===== config.mk =====
export PLATFORM = sky130hd
export DESIGN_NAME = ptrng_arbiter_flat
export DESIGN_NICKNAME = d
export VERILOG_FILES = /design/src/rtl/ptrng_arbiter_if.sv /design/src/rtl/ptrng_arbiter.sv /design/src/flat_wrapper.sv
export SDC_FILE = /design/constraint.sdc
export NUM_CORES = 1
export LEC_CHECK = 0
export BUFFER_PORTS_ARGS = -buffer_cell sky130_fd_sc_hd__buf_2
export CAP_MARGIN = 20
export CORE_MARGIN = 3
export CORE_UTILIZATION = 42
export DETAILED_ROUTE_END_ITERATION = 7
export PLACE_DENSITY_LB_ADDON = 0.25
export SLEW_MARGIN = 5
export SYNTH_ARGS = -nofsm -noshare
export SYNTH_HDL_FRONTEND = slang
export SYNTH_SLANG_ARGS = --single-unit

===== constraint.sdc =====
create_clock -name clk -period 5 [get_ports clk]
set_input_delay 0.75 -clock clk [delete_from_list [all_inputs] [get_ports clk]]
set_output_delay 0.75 -clock clk [all_outputs]
set_load 0.005 [all_outputs]

===== src/rtl/ptrng_arbiter_if.sv =====
// Requester handshake and PTRNG control/data signals of ptrng_arbiter.
// master = arbiter side, slave = requesters plus PTRNG side.
interface ptrng_arbiter_if #(
    parameter int NUM_REQ = 4
);
    logic [NUM_REQ-1:0] req;
    logic [NUM_REQ-1:0] gnt;
    logic               rsp_valid;
    logic               rsp_ready;
    logic [127:0]       rsp_data;
    logic               ptrng_enable;
    logic               ptrng_update;
    logic               ptrng_valid;
    logic [127:0]       ptrng_data;

    modport master (
        input  req, rsp_ready, ptrng_valid, ptrng_data,
        output gnt, rsp_valid, rsp_data, ptrng_enable, ptrng_update
    );

    modport slave (
        output req, rsp_ready, ptrng_valid, ptrng_data,
        input  gnt, rsp_valid, rsp_data, ptrng_enable, ptrng_update
    );
endinterface


===== src/rtl/ptrng_arbiter.sv =====
// Round-robin arbiter sharing one PTRNG among NUM_REQ requesters, with
// stale-valid discard, watchdog retry and a saturating timeout counter.
//
// state  | meaning
// S_IDLE | pick next requester round-robin starting at rr_ptr
// S_UPD  | one-cycle update pulse to PTRNG, arm watchdog
// S_DROP | wait for PTRNG valid to fall (discard stale word)
// S_WAIT | wait for fresh valid, capture data
// S_RESP | present word to granted requester until accepted
module ptrng_arbiter #(
    parameter int NUM_REQ = 4,
    parameter int TIMEOUT = 64
) (
    input  logic            clk,
    input  logic            rst,
    input  logic            enable,
    ptrng_arbiter_if.master arb,
    output logic            timeout_err,
    output logic [7:0]      err_cnt
);
    localparam int ID_W  = $clog2(NUM_REQ);
    localparam int TMO_W = $clog2(TIMEOUT);
    localparam logic [ID_W:0] NREQ_W = (ID_W+1)'(NUM_REQ);

    typedef enum logic [2:0] {S_IDLE, S_UPD, S_DROP, S_WAIT, S_RESP} state_t;

    state_t              state, state_nxt;
    logic [ID_W-1:0]     rr_ptr, cur_id, sel_off, sel_id;
    logic [ID_W:0]       sel_sum;
    logic [NUM_REQ-1:0]  req_rot;
    logic [TMO_W-1:0]    tmo_cnt;
    logic [127:0]        rsp_data_q;
    logic                latch_id, cnt_load, cnt_dec, tmo_hit, capture, accept;

    // Rotate so bit 0 is rr_ptr; lowest set bit is then the round-robin winner.
    assign req_rot = NUM_REQ'({arb.req, arb.req} >> rr_ptr);

    always_comb begin
        sel_off = '0;
        for (int i = NUM_REQ - 1; i >= 0; i--) begin
            if (req_rot[i]) sel_off = ID_W'(i);
        end
    end

    assign sel_sum = {1'b0, rr_ptr} + {1'b0, sel_off};
    assign sel_id  = (sel_sum >= NREQ_W) ? ID_W'(sel_sum - NREQ_W) : sel_sum[ID_W-1:0];

    always_comb begin
        state_nxt = state;
        latch_id  = 1'b0;
        cnt_load  = 1'b0;
        cnt_dec   = 1'b0;
        tmo_hit   = 1'b0;
        capture   = 1'b0;
        accept    = 1'b0;
        if (enable) begin
            case (state)
                S_IDLE: begin
                    if (|arb.req) begin
                        latch_id  = 1'b1;
                        state_nxt = S_UPD;
                    end
                end
                S_UPD: begin
                    cnt_load  = 1'b1;
                    state_nxt = S_DROP;
                end
                // Exit condition is tested first so it wins over an expiring watchdog.
                S_DROP: begin
                    cnt_dec = 1'b1;
                    if (!arb.ptrng_valid) begin
                        state_nxt = S_WAIT;
                    end else if (tmo_cnt == '0) begin
                        tmo_hit   = 1'b1;
                        state_nxt = S_UPD;
                    end
                end
                S_WAIT: begin
                    cnt_dec = 1'b1;
                    if (arb.ptrng_valid) begin
                        capture   = 1'b1;
                        state_nxt = S_RESP;
                    end else if (tmo_cnt == '0) begin
                        tmo_hit   = 1'b1;
                        state_nxt = S_UPD;
                    end
                end
                S_RESP: begin
                    if (arb.rsp_ready) begin
                        accept    = 1'b1;
                        state_nxt = S_IDLE;
                    end
                end
                default: state_nxt = S_IDLE;
            endcase
        end
    end

    always_ff @(posedge clk or posedge rst) begin
        if (rst) begin
            state       <= S_IDLE;
            rr_ptr      <= '0;
            cur_id      <= '0;
            tmo_cnt     <= '0;
            rsp_data_q  <= '0;
            err_cnt     <= '0;
            timeout_err <= 1'b0;
        end else begin
            state       <= state_nxt;
            timeout_err <= tmo_hit;
            if (latch_id) cur_id <= sel_id;
            if (accept) rr_ptr <= (cur_id == ID_W'(NUM_REQ - 1)) ? '0 : cur_id + 1'b1;
            if (cnt_load) begin
                tmo_cnt <= TMO_W'(TIMEOUT - 1);
            end else if (cnt_dec && tmo_cnt != '0) begin
                tmo_cnt <= tmo_cnt - 1'b1;
            end
            if (capture) rsp_data_q <= arb.ptrng_data;
            if (tmo_hit && err_cnt != 8'hFF) err_cnt <= err_cnt + 1'b1;
        end
    end

    assign arb.ptrng_enable = enable;
    assign arb.ptrng_update = enable && (state == S_UPD);
    assign arb.rsp_valid    = (state == S_RESP);
    assign arb.gnt          = (state == S_RESP) ? (NUM_REQ'(1) << cur_id) : '0;
    assign arb.rsp_data     = rsp_data_q;
endmodule

===== src/flat_wrapper.sv =====
// flat-port wrapper written by rule: the top's interface ports become plain ports
module ptrng_arbiter_flat 
#(
    parameter int NUM_REQ = 4,
    parameter int TIMEOUT = 64
)
  (clk, rst, enable, timeout_err, err_cnt, arb_req, arb_rsp_ready, arb_ptrng_valid, arb_ptrng_data, arb_gnt, arb_rsp_valid, arb_rsp_data, arb_ptrng_enable, arb_ptrng_update);
  ptrng_arbiter_if #(.NUM_REQ(NUM_REQ)) arb_i ();
  input  logic clk;
  input  logic rst;
  input  logic enable;
  output logic timeout_err;
  output logic [7:0] err_cnt;
  input wire logic [$bits(arb_i.req)-1:0] arb_req;
  input wire logic [$bits(arb_i.rsp_ready)-1:0] arb_rsp_ready;
  input wire logic [$bits(arb_i.ptrng_valid)-1:0] arb_ptrng_valid;
  input wire logic [$bits(arb_i.ptrng_data)-1:0] arb_ptrng_data;
  output wire logic [$bits(arb_i.gnt)-1:0] arb_gnt;
  output wire logic [$bits(arb_i.rsp_valid)-1:0] arb_rsp_valid;
  output wire logic [$bits(arb_i.rsp_data)-1:0] arb_rsp_data;
  output wire logic [$bits(arb_i.ptrng_enable)-1:0] arb_ptrng_enable;
  output wire logic [$bits(arb_i.ptrng_update)-1:0] arb_ptrng_update;
  assign arb_i.req = arb_req;
  assign arb_i.rsp_ready = arb_rsp_ready;
  assign arb_i.ptrng_valid = arb_ptrng_valid;
  assign arb_i.ptrng_data = arb_ptrng_data;
  assign arb_gnt = arb_i.gnt;
  assign arb_rsp_valid = arb_i.rsp_valid;
  assign arb_rsp_data = arb_i.rsp_data;
  assign arb_ptrng_enable = arb_i.ptrng_enable;
  assign arb_ptrng_update = arb_i.ptrng_update;
  ptrng_arbiter #(.NUM_REQ(NUM_REQ), .TIMEOUT(TIMEOUT)) u_core (.clk(clk), .rst(rst), .enable(enable), .arb(arb_i), .timeout_err(timeout_err), .err_cnt(err_cnt));
endmodule

==> impl_metrics.yaml <==
outcome:
  status: "finished, final reports clean"
synthesis:
  yosysSeqAreaShare_pct: 61.43
  synth_compound_area_share_pct: 2.191
  syn_area_mm2: 0.006111
  synthXorXnorAreaFrac_pct: 2.007
  synthMuxAreaShare_pct: 24.49
  syn_inst: 411
  synth_fa_ha_area_share_pct: 1.802
  synth_flop_cell: "dfrtp_1"
  synth_edf_count: 0
  synthArstFlopShare_pct: 100.0
  ys_warn_count: 0
  synth_commonest_cells: "150 x dfrtp_1, 131 x mux2_2, 17 x nor2_1"
  synth_area_leaders: "dfrtp_1 61%, mux2_2 24%, ha_1 1.6%, buf_2 1.3%, xor2_1 1.1%"
  yosys_register_bits: 150
  synthMostInstantiatedCell: "dfrtp_1"
  synthSimpleGateAreaFrac_pct: 6.040
  synth_area_per_cell_um2: 14.87
  synth_top_area_share_pct: 61.43
  yosys.area.top_type: "dfrtp_1"
  synth_cell_types: 40
  syn-num-nets: 556
  synth_top_family_by_area: "multiplexers"
grt:
  use_met3_pct: 5.432
  grt_use_met1_pct: 20.58
  grt_max_degree: 113
  grt_pass1_wl_um: 23180
  grt_use_met2_pct: 32.94
  grt.busiest_layer: "met2"
  grt_pass1_vias: 4538
  antenna_found_initial: 0
  grt_usage_pct: 18.28
  gr-total-overflow: 0
final_layout:
  fin_area_mm2: 0.008285
  final_nets: 840
  layout-drive-gt1-share_pct: 64.69
  antennaDiodeCount: 0
  stdcell_count: 888
  area_growth_syn_to_layout_pct: 35.59
timing:
  setup_ws_ns: 2.589
  fin_worst_skew_ns: 0.007625
  period_needed_ns: 2.411
  tns_ns: 0
  fmax_mhz: 414.8
  hold_viol: 0
  period_share_pct: 48.21
  slew_headroom_pct: 34.15
  rsz0062_at_grt: "no"
  setup_viol: 0
  report.final.slew_viol_count: 0
  worst_slew_pin_slew_ns: 0.9878
floorplan:
  num_io_pins: 281
  initial_core_util_pct: 43.52
  die-area_mm2: 0.01603
  die_w_um: 126.6
  rows: 43
  die_h_um: 126.6
  core_area_mm2: 0.01404
routing:
  routedWlPerCell_um: 16.44
  drt_iter0_drc: 120
  postRouteAntennaNets: 0
  first_pass_iters: 4
  vias: 4308
  drt_wl_total_um: 14600
  viasPerCell: 4.851
  drc: 0
worst_setup_path:
  max_stage_delay_ns: 0.60
  worst_ep_required_time_ns: 5.29
  critPathArrivalTime_ns: 2.70
  worstPathCellList: "nand3b_4, nor2_4, buf_4, mux2_2"
  cp-end-kind: "register"
  crit_path_start_kind: "register"
  crit_slowest_cell: "buf_4"
  critical_path_class: "register to register"
  path_max_fanout: 46
clock_network:
  cts.repair.resized: 0
  worstSkewPairLatency_ns: 0.41
  postCtsHoldBufs: 0
  numClockSinks: 150
  cts_setup_buffers: 0
  cts_tree: "yes"
  max-clock-path-buffers: 2
  numCtsBuffers: 17
  root_buffer: "clkbuf_16"
  htree_levels: 4
  clkTransAtPathRegs_ns: 0.06
placed_design:
  port_buffers: 280
  preCtsSetupSlack_ns: 2.234
  hpwl_um: 11020
  gp_congestion: 0.7846
  placed_cells_incl_taps: 856
  postPlaceCellArea_mm2: 0.007685
power_and_ir_drop:
  power.density_mw_per_mm2: 593.5
  p_leak_nw: 4.164
  ir_drop_mv: 0.3413
min_path:
  hp-class: "register to register"
flow_run:
  cap_violations: 0
-- critical path, delay by kind of cell, from the launching register on --
kind | cells | cell delay, ns
flops | 1 | 0.49
mux | 1 | 0.41
buf+inv | 1 | 0.60
simple gates | 2 | 0.78
-- layer usage --
metal,share of wire (%),up-vias,wire (µm)
met3,6.9,15,1011
li1,-,2017,-
met1,38,2116,5496
met5,0,-,0
met4,1.5,0,223
met2,54,160,7868
-- layout by cell type (no fill, tap or decap), types with 2 or more instances in the layout --
cell type   synthesis  layout
buf_2              16     280
nor2b_1             2       2
mux2_2            131     131
xor2_1              8       8
a32oi_1             2       2
o32ai_1             2       2
nor3_2              3       3
nand2_1            12      12
bufinv_16           0       3
o21ai_0             2       2
nor2_1             17      16
a21o_1              2       2
a21oi_1             5       5
xnor2_1             6       6
inv_6               0       6
dfrtp_1           150     150
clkbuf_16           0      17
ha_1                8       8
inv_1               8       7
nor4b_4             2       2
clkinvlp_4          0       3
nand2b_1            4       4
buf_4               1       4
nand3_1             5       5
and3_1              5       5
clkinv_2            0       3
-- kinds of logic (layout without fill, tap and decap cells) --
group,after synthesis,in the layout
compound gates,19,19
fa+ha+maj,9,9
mux,133,133
xor+xnor,14,14
buf+inv,27,324
simple gates,59,59
flops,150,150
-- layout make-up --
cell class / instances / area (µm²)
Inverter: 8 / 35.03
Multi-Input combinational cell: 234 / 2240
Clock inverter: 14 / 171.4
Timing Repair Buffer: 284 / 1431
Fill cell: 1172 / 5757
Sequential cell: 150 / 3754
Tap cell: 180 / 225.2
Clock buffer: 18 / 429.2
-- stage by stage --
| step | power, W | hold slack, ns | utilization [%] |
|---|---|---|---|
| 2_1_floorplan | 0.002884 | 0.4844 | - |
| 3_3_place_gp | 0.003591 | 0.4826 | 54.73 |
| 3_5_place_dp | 0.003676 | 0.4855 | 54.73 |
| 4_1_cts | 0.004994 | 0.4963 | 59.00 |
| 5_1_grt | 0.005241 | 0.5197 | 59.00 |
| 6_report | 0.004917 | 0.4920 | 59.00 |
-- sequential cells by signal, summed over array words and instances (netlist names) --
name / cells
u_core.arb.rsp_data: 128
u_core.err_cnt: 8
u_core.tmo_cnt: 6
u_core.state: 3
u_core.cur_id: 2
u_core.rr_ptr: 2
u_core.timeout_err: 1
-- where the power goes --
part | switching [W] | leakage (nW) | internal (W)
sequential | 0.000320 | 1.81 | 0.00177
combinational | 0.000617 | 2.06 | 0.000911
clock | 0.000506 | 0.288 | 0.000790
total | 0.00144 | 4.16 | 0.00347
-- worst paths after layout --
path,cells past startpoint,startpoint,endpoint,slack [ns]
min,1,u_core.err_cnt[6],u_core.err_cnt[6],0.49
min reg2reg,1,u_core.err_cnt[6],u_core.err_cnt[6],0.49
max reg2reg,4,u_core.state[2],u_core.arb.rsp_data[47],2.59
min in group asynchronous,2,rst,u_core.arb.rsp_data[44],0.54
max,4,u_core.state[2],u_core.arb.rsp_data[47],2.59
max in group asynchronous,3,rst,u_core.err_cnt[4],3.35
Power figures use the tool's default switching activity.
